--- src/rtl/delay_channel_scheduler_if.sv ---
// Producer/consumer token bus of delay_channel_scheduler: two producer
// channels in, two consumer channels out.
interface delay_channel_scheduler_if #(
    parameter int unsigned DATA_WIDTH = 16
);
    logic [DATA_WIDTH-1:0] entry_1;
    logic [DATA_WIDTH-1:0] entry_2;
    logic                  valid_1;
    logic                  valid_2;
    logic                  ready_1;
    logic                  ready_2;
    logic [DATA_WIDTH-1:0] output_1;
    logic [DATA_WIDTH-1:0] output_2;
    logic                  out_valid_1;
    logic                  out_valid_2;

    // Environment side: drives producer tokens, observes grants and emissions.
    modport master (
        output entry_1, entry_2, valid_1, valid_2,
        input  ready_1, ready_2, output_1, output_2, out_valid_1, out_valid_2
    );

    // Scheduler side.
    modport slave (
        input  entry_1, entry_2, valid_1, valid_2,
        output ready_1, ready_2, output_1, output_2, out_valid_1, out_valid_2
    );
endinterface

--- src/rtl/delay_channel_scheduler.sv ---
// Round-robin scheduler sharing one fixed-latency delay pipeline between two
// producer channels. Each accepted token is tagged with its source and
// emitted on the matching consumer output DELAY_NUMBER enabled cycles later.
// A flush request stops acceptance and drains the pipeline, ending with a
// flush_done pulse.
// Optional feature macro: DELAY_SCHED_STATS_EN adds per-channel 16-bit
// grant counters (grant_count_1/grant_count_2), cleared on flush_done.
module delay_channel_scheduler #(
    parameter int unsigned DATA_WIDTH   = 16,
    parameter int unsigned DELAY_NUMBER = 4
) (
    input  logic clk,
    input  logic rst_n,
    input  logic enable,
    input  logic flush,
    delay_channel_scheduler_if.slave bus,
    output logic busy,
    output logic flush_done
`ifdef DELAY_SCHED_STATS_EN
    ,
    output logic [15:0] grant_count_1,
    output logic [15:0] grant_count_2
`endif
);

    localparam int unsigned IDX_W = (DELAY_NUMBER > 1) ? $clog2(DELAY_NUMBER) : 1;
    localparam logic [IDX_W-1:0] LAST_IDX = IDX_W'(DELAY_NUMBER - 1);

    typedef enum logic [1:0] {
        ST_IDLE  = 2'd0,
        ST_RUN   = 2'd1,
        ST_DRAIN = 2'd2
    } state_t;

    state_t                  state;
    logic                    last_grant_2;
    logic [DELAY_NUMBER-1:0] stage_valid;
    logic [DELAY_NUMBER-1:0] stage_tag;      // 0 = channel 1, 1 = channel 2
    logic [DATA_WIDTH-1:0]   stage_data [DELAY_NUMBER];

    logic grant_1;
    logic grant_2;
    logic accept_1;
    logic accept_2;
    logic accept;
    logic tail_busy;

    // Arbiter: one grant per cycle, alternating on contention.
    always_comb begin
        grant_1 = 1'b0;
        grant_2 = 1'b0;
        if (enable && (state != ST_DRAIN) && !flush) begin
            if (bus.valid_1 && bus.valid_2) begin
                if (last_grant_2) grant_1 = 1'b1;
                else              grant_2 = 1'b1;
            end else if (bus.valid_1) begin
                grant_1 = 1'b1;
            end else if (bus.valid_2) begin
                grant_2 = 1'b1;
            end
        end
    end

    assign bus.ready_1 = grant_1;
    assign bus.ready_2 = grant_2;
    assign accept_1    = grant_1 & bus.valid_1;
    assign accept_2    = grant_2 & bus.valid_2;
    assign accept      = accept_1 | accept_2;
    assign busy        = |stage_valid;

    // Tokens that will still be in flight after the next shift.
    always_comb begin
        tail_busy = 1'b0;
        for (int unsigned i = 0; i + 1 < DELAY_NUMBER; i++) begin
            tail_busy = tail_busy | stage_valid[IDX_W'(i)];
        end
    end

    // Delay pipeline and registered consumer outputs.
    always_ff @(posedge clk or negedge rst_n) begin
        if (!rst_n) begin
            stage_valid     <= '0;
            stage_tag       <= '0;
            for (int unsigned i = 0; i < DELAY_NUMBER; i++) begin
                stage_data[IDX_W'(i)] <= '0;
            end
            bus.output_1    <= '0;
            bus.output_2    <= '0;
            bus.out_valid_1 <= 1'b0;
            bus.out_valid_2 <= 1'b0;
        end else if (enable) begin
            stage_valid[0] <= accept;
            stage_tag[0]   <= accept_2;
            stage_data[0]  <= accept_2 ? bus.entry_2 : (accept_1 ? bus.entry_1 : '0);
            for (int unsigned i = 1; i < DELAY_NUMBER; i++) begin
                stage_valid[IDX_W'(i)] <= stage_valid[IDX_W'(i - 1)];
                stage_tag[IDX_W'(i)]   <= stage_tag[IDX_W'(i - 1)];
                stage_data[IDX_W'(i)]  <= stage_data[IDX_W'(i - 1)];
            end
            bus.out_valid_1 <= stage_valid[LAST_IDX] & ~stage_tag[LAST_IDX];
            bus.out_valid_2 <= stage_valid[LAST_IDX] &  stage_tag[LAST_IDX];
            if (stage_valid[LAST_IDX] && !stage_tag[LAST_IDX]) begin
                bus.output_1 <= stage_data[LAST_IDX];
            end
            if (stage_valid[LAST_IDX] && stage_tag[LAST_IDX]) begin
                bus.output_2 <= stage_data[LAST_IDX];
            end
        end else begin
            bus.out_valid_1 <= 1'b0;
            bus.out_valid_2 <= 1'b0;
        end
    end

    // Control FSM, round-robin history and drain completion pulse.
    always_ff @(posedge clk or negedge rst_n) begin
        if (!rst_n) begin
            state        <= ST_IDLE;
            last_grant_2 <= 1'b1;
            flush_done   <= 1'b0;
        end else if (enable) begin
            flush_done <= 1'b0;
            if (accept) begin
                last_grant_2 <= accept_2;
            end
            case (state)
                ST_IDLE: begin
                    if (flush)       state <= ST_DRAIN;
                    else if (accept) state <= ST_RUN;
                end
                ST_RUN: begin
                    if (flush)                      state <= ST_DRAIN;
                    else if (!accept && !tail_busy) state <= ST_IDLE;
                end
                ST_DRAIN: begin
                    if (!busy) begin
                        state      <= ST_IDLE;
                        flush_done <= 1'b1;
                    end
                end
                default: state <= ST_IDLE;
            endcase
        end else begin
            flush_done <= 1'b0;
        end
    end

`ifdef DELAY_SCHED_STATS_EN
    // Per-channel acceptance counters, wrapping, cleared when a drain completes.
    always_ff @(posedge clk or negedge rst_n) begin
        if (!rst_n) begin
            grant_count_1 <= '0;
            grant_count_2 <= '0;
        end else if (enable) begin
            if ((state == ST_DRAIN) && !busy) begin
                grant_count_1 <= '0;
                grant_count_2 <= '0;
            end else begin
                if (accept_1) grant_count_1 <= grant_count_1 + 16'd1;
                if (accept_2) grant_count_2 <= grant_count_2 + 16'd1;
            end
        end
    end
`endif

endmodule

--- src/flat_wrapper.sv ---
// flat-port wrapper written by rule: the top's interface ports become plain ports
module delay_channel_scheduler_flat 
#(
    parameter int unsigned DATA_WIDTH   = 16,
    parameter int unsigned DELAY_NUMBER = 4
)
  (clk, rst_n, enable, flush, busy, flush_done, bus_entry_1, bus_entry_2, bus_valid_1, bus_valid_2, bus_ready_1, bus_ready_2, bus_output_1, bus_output_2, bus_out_valid_1, bus_out_valid_2);
  delay_channel_scheduler_if #(.DATA_WIDTH(DATA_WIDTH)) bus_i ();
  input  logic clk;
  input  logic rst_n;
  input  logic enable;
  input  logic flush;
  output logic busy;
  output logic flush_done;
  input wire logic [$bits(bus_i.entry_1)-1:0] bus_entry_1;
  input wire logic [$bits(bus_i.entry_2)-1:0] bus_entry_2;
  input wire logic [$bits(bus_i.valid_1)-1:0] bus_valid_1;
  input wire logic [$bits(bus_i.valid_2)-1:0] bus_valid_2;
  output wire logic [$bits(bus_i.ready_1)-1:0] bus_ready_1;
  output wire logic [$bits(bus_i.ready_2)-1:0] bus_ready_2;
  output wire logic [$bits(bus_i.output_1)-1:0] bus_output_1;
  output wire logic [$bits(bus_i.output_2)-1:0] bus_output_2;
  output wire logic [$bits(bus_i.out_valid_1)-1:0] bus_out_valid_1;
  output wire logic [$bits(bus_i.out_valid_2)-1:0] bus_out_valid_2;
  assign bus_i.entry_1 = bus_entry_1;
  assign bus_i.entry_2 = bus_entry_2;
  assign bus_i.valid_1 = bus_valid_1;
  assign bus_i.valid_2 = bus_valid_2;
  assign bus_ready_1 = bus_i.ready_1;
  assign bus_ready_2 = bus_i.ready_2;
  assign bus_output_1 = bus_i.output_1;
  assign bus_output_2 = bus_i.output_2;
  assign bus_out_valid_1 = bus_i.out_valid_1;
  assign bus_out_valid_2 = bus_i.out_valid_2;
  delay_channel_scheduler #(.DATA_WIDTH(DATA_WIDTH), .DELAY_NUMBER(DELAY_NUMBER)) u_core (.clk(clk), .rst_n(rst_n), .enable(enable), .flush(flush), .bus(bus_i), .busy(busy), .flush_done(flush_done));
endmodule
--- config.mk ---
export PLATFORM = sky130hd
export DESIGN_NAME = delay_channel_scheduler_flat
export DESIGN_NICKNAME = d
export VERILOG_FILES = /design/src/rtl/delay_channel_scheduler_if.sv /design/src/rtl/delay_channel_scheduler.sv /design/src/flat_wrapper.sv
export SDC_FILE = /design/constraint.sdc
export NUM_CORES = 1
export LEC_CHECK = 0
export BUFFER_PORTS_ARGS = -buffer_cell sky130_fd_sc_hd__buf_2
export CAP_MARGIN = 10
export CORE_ASPECT_RATIO = 1.4
export CORE_MARGIN = 4
export CORE_UTILIZATION = 50
export DETAILED_ROUTE_END_ITERATION = 10
export GPL_TIMING_DRIVEN = 1
export PLACE_DENSITY = 0.75
export SETUP_SLACK_MARGIN = 0.3
export SLEW_MARGIN = 20
export SYNTH_ARGS = -nofsm -noshare
export SYNTH_HDL_FRONTEND = slang
export SYNTH_SLANG_ARGS = --single-unit
--- constraint.sdc ---
create_clock -name clk -period 1.2 [get_ports clk]
set_input_delay 0.12 -clock clk [delete_from_list [all_inputs] [get_ports clk]]
set_output_delay 0.12 -clock clk [all_outputs]
set_load 0.01 [all_outputs]
# Yosys cells after proc, flatten, opt, wreduce, memory -nomap -nowiden
# Cells that the tools add are included.
dict set report totals {
  reg_bits 110
  inputBits 38
  output_inout_bits 38
}
dict set report classes {
  eq_ne 6
  mux 22
  n_bitwise 8
  n_reduce_logical 16
}
# cell n
set op_table {}
lappend op_table {{$mux 16} 2}
lappend op_table {{$mux 1} 14}
lappend op_table {{$mux 2} 5}
lappend op_table {{$logic_and 1x1->1} 6}
lappend op_table {{$ne 3x2->1 const B} 2}
lappend op_table {{$pmux 2 s3} 1}
lappend op_table {{$reduce_and 2->1} 3}
lappend op_table {{$and 1x1->1} 4}
lappend op_table {{$logic_not 1->1} 4}
lappend op_table {{$ne 2x2->1 const B} 2}
lappend op_table {{$reduce_and 4->1} 1}
lappend op_table {{$reduce_or 4->1} 1}
lappend op_table {{$or 1x1->1} 3}
lappend op_table {{$eq 2x1->1 const B} 1}
lappend op_table {{$eq 2x2->1 const B} 1}
lappend op_table {{$logic_not 2->1} 1}
lappend op_table {{$not 1->1} 1}

# Depth between registers and ports, before layout
# Gate-level depths: netlist of run 1.
dict set report depth {
  ltp_word 11
  ltp_mapped 5
}

# Least setup slack after synthesis of run 1
# Ideal clock, no wire load.
dict set report synth_timing {
  kind {register to register}
  start {register u_core.last_grant_2}
  end {register u_core.stage_tag[0]}
  setup_time_ns 0.118
  arrival_ns 1.083
  setup_slack_ns -0.001
  stages_incl_launch_ff 5
  synth_period_minus_slack_ns 1.201
  cell_sequence {dfstp_2 > a21boi_2 > buf_6 > and3_1 > a21o_1}
}
dict set report synth_between {
  elab_chain_cells 4
}
# item line
set synth_rtl {}
lappend synth_rtl {{from (decl)} delay_channel_scheduler.sv:36} ;# logic last_grant_2;
lappend synth_rtl {{from (signal assigned)} delay_channel_scheduler.sv:123} ;# last_grant_2 <= accept_2;
lappend synth_rtl {{$mux 1} delay_channel_scheduler.sv:54} ;# if (last_grant_2) grant_1 = 1'b1;
lappend synth_rtl {{$mux 1} delay_channel_scheduler.sv:53} ;# if (bus.valid_1 && bus.valid_2) begin
lappend synth_rtl {{$mux 1} delay_channel_scheduler.sv:52} ;# if (enable && (state != ST_DRAIN) && !flush) begin
lappend synth_rtl {{via bus_ready_2} flat_wrapper.sv:20} ;# output wire logic [$bits(bus_i.ready_2)-1:0] bus_ready_2;
lappend synth_rtl {{$and 1x1->1} delay_channel_scheduler.sv:67} ;# assign accept_2 = grant_2 & bus.valid_2;
lappend synth_rtl {{to (signal assigned)} delay_channel_scheduler.sv:93} ;# stage_tag[0] <= accept_2;
lappend synth_rtl {{to (signal, indexed assignment)} delay_channel_scheduler.sv:97} ;# stage_tag[IDX_W'(i)] <= stage_tag[IDX_W'(i - 1)];
lappend synth_rtl {{to (decl)} delay_channel_scheduler.sv:38} ;# logic [DELAY_NUMBER-1:0] stage_tag;
# The timed path passes the listed nets, and every way through them passes these cells.
# A chain may end at the register's enable or synchronous reset.

# Final worst setup path of run 1
dict set report layout_timing {
  start {register u_core.stage_valid[2]}
  end {output port busy}
}
dict set report layout_between {
  elab_chain_cells 1
}
# item line
set layout_rtl {}
lappend layout_rtl {{from (decl)} delay_channel_scheduler.sv:37} ;# logic [DELAY_NUMBER-1:0] stage_valid;
lappend layout_rtl {{from (signal, indexed assignment)} delay_channel_scheduler.sv:96} ;# stage_valid[IDX_W'(i)] <= stage_valid[IDX_W'(i - 1)];
lappend layout_rtl {{$reduce_or 4->1} delay_channel_scheduler.sv:69} ;# assign busy = |stage_valid;
lappend layout_rtl {{to (decl)} flat_wrapper.sv:13} ;# output logic busy;
# Every way passes these cells.

==> results of run 1 <==
==> final timing paths <==
| path | from | endpoint | slack [ps] | depth (start not counted) |
|---|---|---|---|---|
| setup / recovery | u_core.stage_valid[2] | busy | -270 | 3 |
| hold / removal | bus_entry_2[1] | u_core.stage_data[49] | 60 | 3 |
| setup reg to reg | u_core.stage_valid[3] | u_core.bus.output_2[1] | -160 | 5 |
| hold reg to reg | u_core.stage_data[59] | u_core.stage_data[59] | 490 | 1 |
| max in group asynchronous | rst_n | u_core.stage_tag[3] | 430 | 3 |
| min in group asynchronous | rst_n | u_core.stage_data[57] | 240 | 2 |
==> worst max-delay path, cell delays in order (launching register included) <==
cell and delay [ps]:
dfrtp_2 450, nor4_4 350, inv_2 90, buf_6 130
==> cell usage after synthesis, types with 2 or more instances <==
cell type | instances | area, um2
inv_1 | 4 | 15.01
o2bb2ai_2 | 10 | 150.1
a21oi_1 | 2 | 10.01
buf_4 | 2 | 15.01
o2bb2ai_1 | 7 | 61.31
dfrtp_1 | 109 | 2728
buf_6 | 5 | 56.30
buf_2 | 5 | 25.02
mux2_4 | 18 | 270.3
nand2_1 | 3 | 11.26
mux2_2 | 68 | 765.7
mux2i_1 | 16 | 160.2
==> flip-flops by register name, summed over array words and instances (netlist names), 2 cells and up <==
signal / flops
u_core.bus.output_1: 16
u_core.bus.output_2: 16
u_core.stage_data: 64
u_core.stage_tag: 4
u_core.stage_valid: 4
u_core.state: 2
==> repair_timing <==
item	4_1_cts	5_1_grt
cloned	4	1
pin swaps	8	3
hold buffers	1	0
buffers inserted	35	12
setup endpoints to repair	93	96
gates resized for setup	38	27
endpoints found under the hold margin	22	0
==> cell families after synthesis <==
logic type      after synthesis
flops                       110
compound gates               26
mux                         102
simple gates                 14
buf+inv                      18
==> per-layer routing <==
metal  routed length, um  GRT usage, %  vias up
li1                    -             -     1275
met4                 211         8.541        0
met5                   0             0        -
met3                 342         2.747       12
met1                3671         23.75     1421
met2                5122         31.08       57
==> through the flow <==
step | cell area, um2 | worst slack (ps) | power [mW] | hold slack [ps]
global route | 6300 | -338.4 | 12.03 | 55.96
detailed placement | 5214 | -126.8 | 7.173 | 66.39
finish | 6300 | -270.8 | 11.47 | 57.34
CTS | 6078 | -245.9 | 11.09 | 47.64
floorplan | 4639 | 0.5739 | 6.365 | -175.6
global placement | 5214 | -63.65 | 7.069 | 59.55
==> cell type report <==
class	count	area (um2)	share of cell area [%]
flip-flops and latches	110	2760	43.81
multi-input cells	144	1952	30.98
repair buffers	144	1116	17.72
clock buffers	14	284.0	4.508
well taps	105	131.4	2.085
clock inverters	2	37.54	0.5958
inverters	5	18.77	0.2979
==> power breakdown <==
| part | total (mW) | leakage, nW | internal (mW) | switching, mW |
|---|---|---|---|---|
| sequential | 4.99 | 1.49 | 4.46 | 0.534 |
| clock | 3.08 | 0.155 | 1.85 | 1.23 |
| combinational | 3.40 | 1.70 | 2.13 | 1.27 |
==> impl_metrics.py, run 1 <==
metrics = {
    "cts": {
        "clockRootBuffer": "clkbuf_16",
        "cts_buffer_depth": 2,
        "path_clk_slew_ps": 70,
        "cts_buffers": 9,
        "cts_tree": "done",
        "worstSkewPairLatency_ps": 340,
        "cts_num_sinks": 110,
        "cts-htree-levels": 3,
    },
    "global_route": {
        "grt_pass1_wl_mm": 15.01,
        "grtUsageTotal_pct": 18.69,
        "overflow": 0,
        "grt_pass1_vias": 2933,
        "grt_max_degree": 38,
        "antenna_found_initial": 0,
    },
    "drt": {
        "detailedRoute.firstIterationViolations": 122,
        "drc": 0,
        "first_pass_iters": 4,
        "ant_nets": 0,
        "vias": 2765,
        "wl_per_cell_um": 17.84,
        "viasPerCell": 5.277,
        "drt_wl_total_mm": 9.348,
    },
    "yosys": {
        "netlist_instances": 270,
        "syn-mean-instance-area_um2": 16.59,
        "synth_cell_types": 33,
        "synth_edf_count": 0,
        "synth_area_um2": 4479,
        "synth_seq_cells": 110,
        "synth_top_family_by_area": "multiplexers",
        "syn_nets": 308,
        "yosys_warnings": 0,
        "synth_adder_area_share_pct": 0,
        "synth_compound_area_share_pct": 6.480,
        "synth-simple-area-share_pct": 2.318,
        "seq_area_frac_synth_pct": 61.48,
        "synth.area.mux_share_pct": 26.70,
        "ys.flop_type": "dfrtp_1",
        "async_flop_share_pct": 100.0,
        "synthXorXnorAreaFrac_pct": 0,
    },
    "run_status": {
        "violations": "negative setup slack",
        "outcome": "complete, but fails checks",
    },
    "timing": {
        "finalClockSkew_ps": 4.634,
        "layout_min_cycle_time_ps": 1471,
        "worst-slew-pin-transition_ps": 374.1,
        "setup-violations-final": 53,
        "setup_tns_ps": -5506,
        "maxSlewViolCount": 0,
        "setup_slack_ps": -270.8,
        "hold_viol_final": 0,
        "max_freq_mhz": 679.9,
        "relSlewSlack_pct": 74.94,
        "rsz0062_at_grt": "true",
        "finalCritPeriodShare_pct": 122.6,
    },
    "floorplan": {
        "dieArea_um2": 10560,
        "die_w_um": 88.00,
        "fp-row-count": 40,
        "core_area_um2": 8658,
        "boundaryPins": 76,
        "die_y_um": 120.0,
        "initial_core_util_pct": 51.73,
    },
    "layout": {
        "fin_util_pct": 72.76,
        "final_common_cell": "dfrtp_1",
        "layout.nets": 452,
        "area_growth_pct": 40.64,
        "n_antenna_cell": 0,
        "n_fill_cell": 575,
        "finalNonFillerCells": 524,
        "drive_above_1_share_pct": 69.69,
        "layout_common_cells": "104 x dfrtp_1, 69 x buf_2, 49 x mux2_4, 49 x buf_4, 37 x mux2_2",
    },
    "power_and_ir_drop": {
        "powerDensity_nw_per_um2": 1821,
        "power.leakage_nw": 3.350,
        "ir_worst_vdd_v": 0.001115,
    },
    "min_path": {
        "hp-class": "input pin to flop",
    },
    "setup_path": {
        "path_class": "flop to primary output",
        "cp-end-kind": "primary output",
        "crit_required_ps": 1080,
        "cp_max_fo": 4,
        "start_kind": "flop",
        "arrival_ps": 1350,
    },
    "placement": {
        "gp_congestion": 0.7149,
        "place_inst": 455,
        "numPortBuffers": 75,
        "dp_hpwl_mm": 5.589,
    },
    "job": {
        "cap_violations": 0,
    },
}
Note: power is estimated with default switching activity, not from simulation.
==> inputs of run 2 (changes only) <==
--- a/config.mk
+++ b/config.mk
@@ -9,10 +9,10 @@
 export CAP_MARGIN = 10
 export CORE_ASPECT_RATIO = 1.4
 export CORE_MARGIN = 4
-export CORE_UTILIZATION = 50
+export CORE_UTILIZATION = 55
 export DETAILED_ROUTE_END_ITERATION = 10
 export GPL_TIMING_DRIVEN = 1
-export PLACE_DENSITY = 0.75
+export PLACE_DENSITY = 0.78
 export SETUP_SLACK_MARGIN = 0.3
 export SLEW_MARGIN = 20
 export SYNTH_ARGS = -nofsm -noshare
==> constraint.sdc (replaced) <==
create_clock -name clk -period 1.9 [get_ports clk]
set_input_delay 0.19 -clock clk [delete_from_list [all_inputs] [get_ports clk]]
set_output_delay 0.19 -clock clk [all_outputs]
set_load 0.01 [all_outputs]
==> run 2 against run 1 <==
  * Clock skew rose by 6.8 ps
  * Power fell by 49%
  * Largest power group unchanged
  * Non-clock buffer count fell by 55
  * Clock power fell by 55%
  * Largest cell class unchanged
  * Utilization fell by 5.9 points
  * Sequential share of layout area rose by 8.8 points
  * Sequential power fell by 38%
  * Setup slack improved by 600 ps
  * Clock-buffer cell count fell by 4
  * Global-route usage fell by 2.2 points
  * Combinational power fell by 62%
  * The run now ends clean
  * Hold slack improved by 48 ps
==> impl_metrics.py, run 2 (synthesis gave the netlist of run 1 again) <==
metrics = {
    "floorplan": {
        "boundaryPins": 76,
        "die_y_um": 114.8,
        "die_w_um": 84.27,
        "fp-row-count": 38,
        "dieArea_um2": 9673,
        "initial_core_util_pct": 57.10,
        "core_area_um2": 7845,
    },
    "drt": {
        "drt_wl_total_mm": 7.561,
        "viasPerCell": 5.327,
        "drc": 0,
        "vias": 2461,
        "detailedRoute.firstIterationViolations": 113,
        "first_pass_iters": 4,
        "wl_per_cell_um": 16.37,
        "ant_nets": 0,
    },
    "layout": {
        "fin_util_pct": 66.81,
        "drive_above_1_share_pct": 58.56,
        "multiInputGateArea_um2": 1630,
        "largest_reg_flops": 64,
        "design_area_um2": 5241,
        "seq_area_um2": 2756,
        "area_growth_pct": 17.01,
        "largestRegisters": "u_core.stage_data (64), u_core.bus.output_1 (16), u_core.bus.output_2 (16)",
        "n_fill_cell": 576,
        "n_antenna_cell": 0,
        "final_common_cell": "dfrtp_1",
        "finalNonFillerCells": 462,
        "layout.nets": 395,
        "layout_common_cells": "107 x dfrtp_1, 72 x buf_2, 68 x mux2_2",
        "top_register": "u_core.stage_data",
    },
    "cts": {
        "path_clk_slew_ps": 100,
        "worstSkewPairLatency_ps": 360,
        "cts_tree": "done",
        "cts_buffer_depth": 2,
        "cts_num_sinks": 110,
        "cts_buffers": 9,
        "clockRootBuffer": "clkbuf_8",
        "cts-htree-levels": 3,
    },
    "timing": {
        "finalClockSkew_ps": 11.44,
        "finalCritPeriodShare_pct": 82.81,
        "rsz0062_at_grt": "true",
        "maxSlewViolCount": 0,
        "layout_min_cycle_time_ps": 1573,
        "relSlewSlack_pct": 49.92,
        "setup-violations-final": 0,
        "whs_ps": 105.3,
        "worst-slew-pin-transition_ps": 747.6,
        "hold_viol_final": 0,
        "max_freq_mhz": 635.6,
        "setup_tns_ps": 0,
    },
    "setup_path": {
        "crit_required_ps": 1710,
        "arrival_ps": 1380,
        "cp-end-kind": "primary output",
        "startpoint": "u_core.last_grant_2",
        "r2r_start": "u_core.last_grant_2",
        "start_kind": "flop",
        "cp_max_fo": 2,
        "path_class": "flop to primary output",
    },
    "power_and_ir_drop": {
        "powerDensity_nw_per_um2": 1107,
        "ir_worst_vdd_v": 0.0005929,
        "power.leakage_nw": 2.802,
    },
    "placement": {
        "numPortBuffers": 75,
        "dp_hpwl_mm": 5.123,
        "place_area_um2": 4931,
        "gp_congestion": 0.7094,
        "place_inst": 439,
    },
    "global_route": {
        "overflow": 0,
        "grtUsageTotal_pct": 16.50,
        "grt_max_degree": 53,
        "grt_pass1_wl_mm": 12.41,
        "antenna_found_initial": 0,
        "grt_pass1_vias": 2514,
    },
    "job": {
        "cap_violations": 0,
    },
    "min_path": {
        "hp-class": "input pin to flop",
        "min_from": "bus_entry_1[15]",
    },
    "run_status": {
        "outcome": "finished, final reports clean",
    },
}
==> run 2: changes by cell type in the layout (fill, tap and decap cells not counted), moves of 6 or more <==
cell / change
buf_12: -6
mux2_4: -31
mux2i_1: +11
clkbuf_16: -10
mux2i_4: -8
buf_4: -37
buf_6: -11
mux2_2: +31
==> run 2: final cells by class <==
class | instances | area share, %
sequential | 110 | 52.59
inverter | 5 | 0.3581
clock buffer | 10 | 2.435
clock inverter | 6 | 1.313
multi-input combinational | 142 | 31.11
tap | 100 | 2.387
timing repair buffer | 89 | 9.811
==> run 2: routing by layer <==
layer / up-vias / GRT usage [%] / part of all wire, %
li1: 1148 / - / -
met1: 1263 / 20.43 / 42
met2: 43 / 28.40 / 53
met3: 7 / 2.939 / 3.9
met4: 0 / 7.403 / 1.4
met5: - / 0 / 0
==> run 2: per-stage QoR <==
stage	total power, mW	worst slack, ps
final	5.805	326.7
after global routing	6.107	277.0
after CTS	5.809	260.2
after detailed placement	4.376	467.0
after global placement	4.312	511.7
after floorplan	3.916	698.6
==> run 2: what timing repair did <==
action | 4_1_cts | 5_1_grt
buffers inserted | 3 | 3
pin swaps | 0 | 2
setup endpoints to repair | 3 | 3
hold endpoints to repair | 41 | 0
hold buffers | 1 | 0
gates resized for setup | 3 | 10
==> run 2: critical path, cell delays in order, from the launching register on <==
cell and delay (ps):
dfstp_2 550, a21boi_2 70, buf_6 120, and3_4 170, buf_6 110
==> run 2: report_power, final <==
| part | internal, mW | switching [mW] | leakage (nW) |
|---|---|---|---|
| clock | 0.620 | 0.776 | 0.0973 |
| combinational | 0.743 | 0.560 | 1.21 |
| sequential | 2.81 | 0.299 | 1.50 |
| total | 4.17 | 1.63 | 2.80 |
==> run 2: path summary, 6_finish.rpt <==
check,endpoint,slack [ps],cells after the start
max,bus_ready_2,330,4
min,u_core.stage_data[63],110,3
max reg2reg,u_core.stage_data[58],480,5
min reg2reg,u_core.stage_data[58],500,1
max in group asynchronous,u_core.stage_data[26],900,3
min in group asynchronous,u_core.stage_data[49],340,2
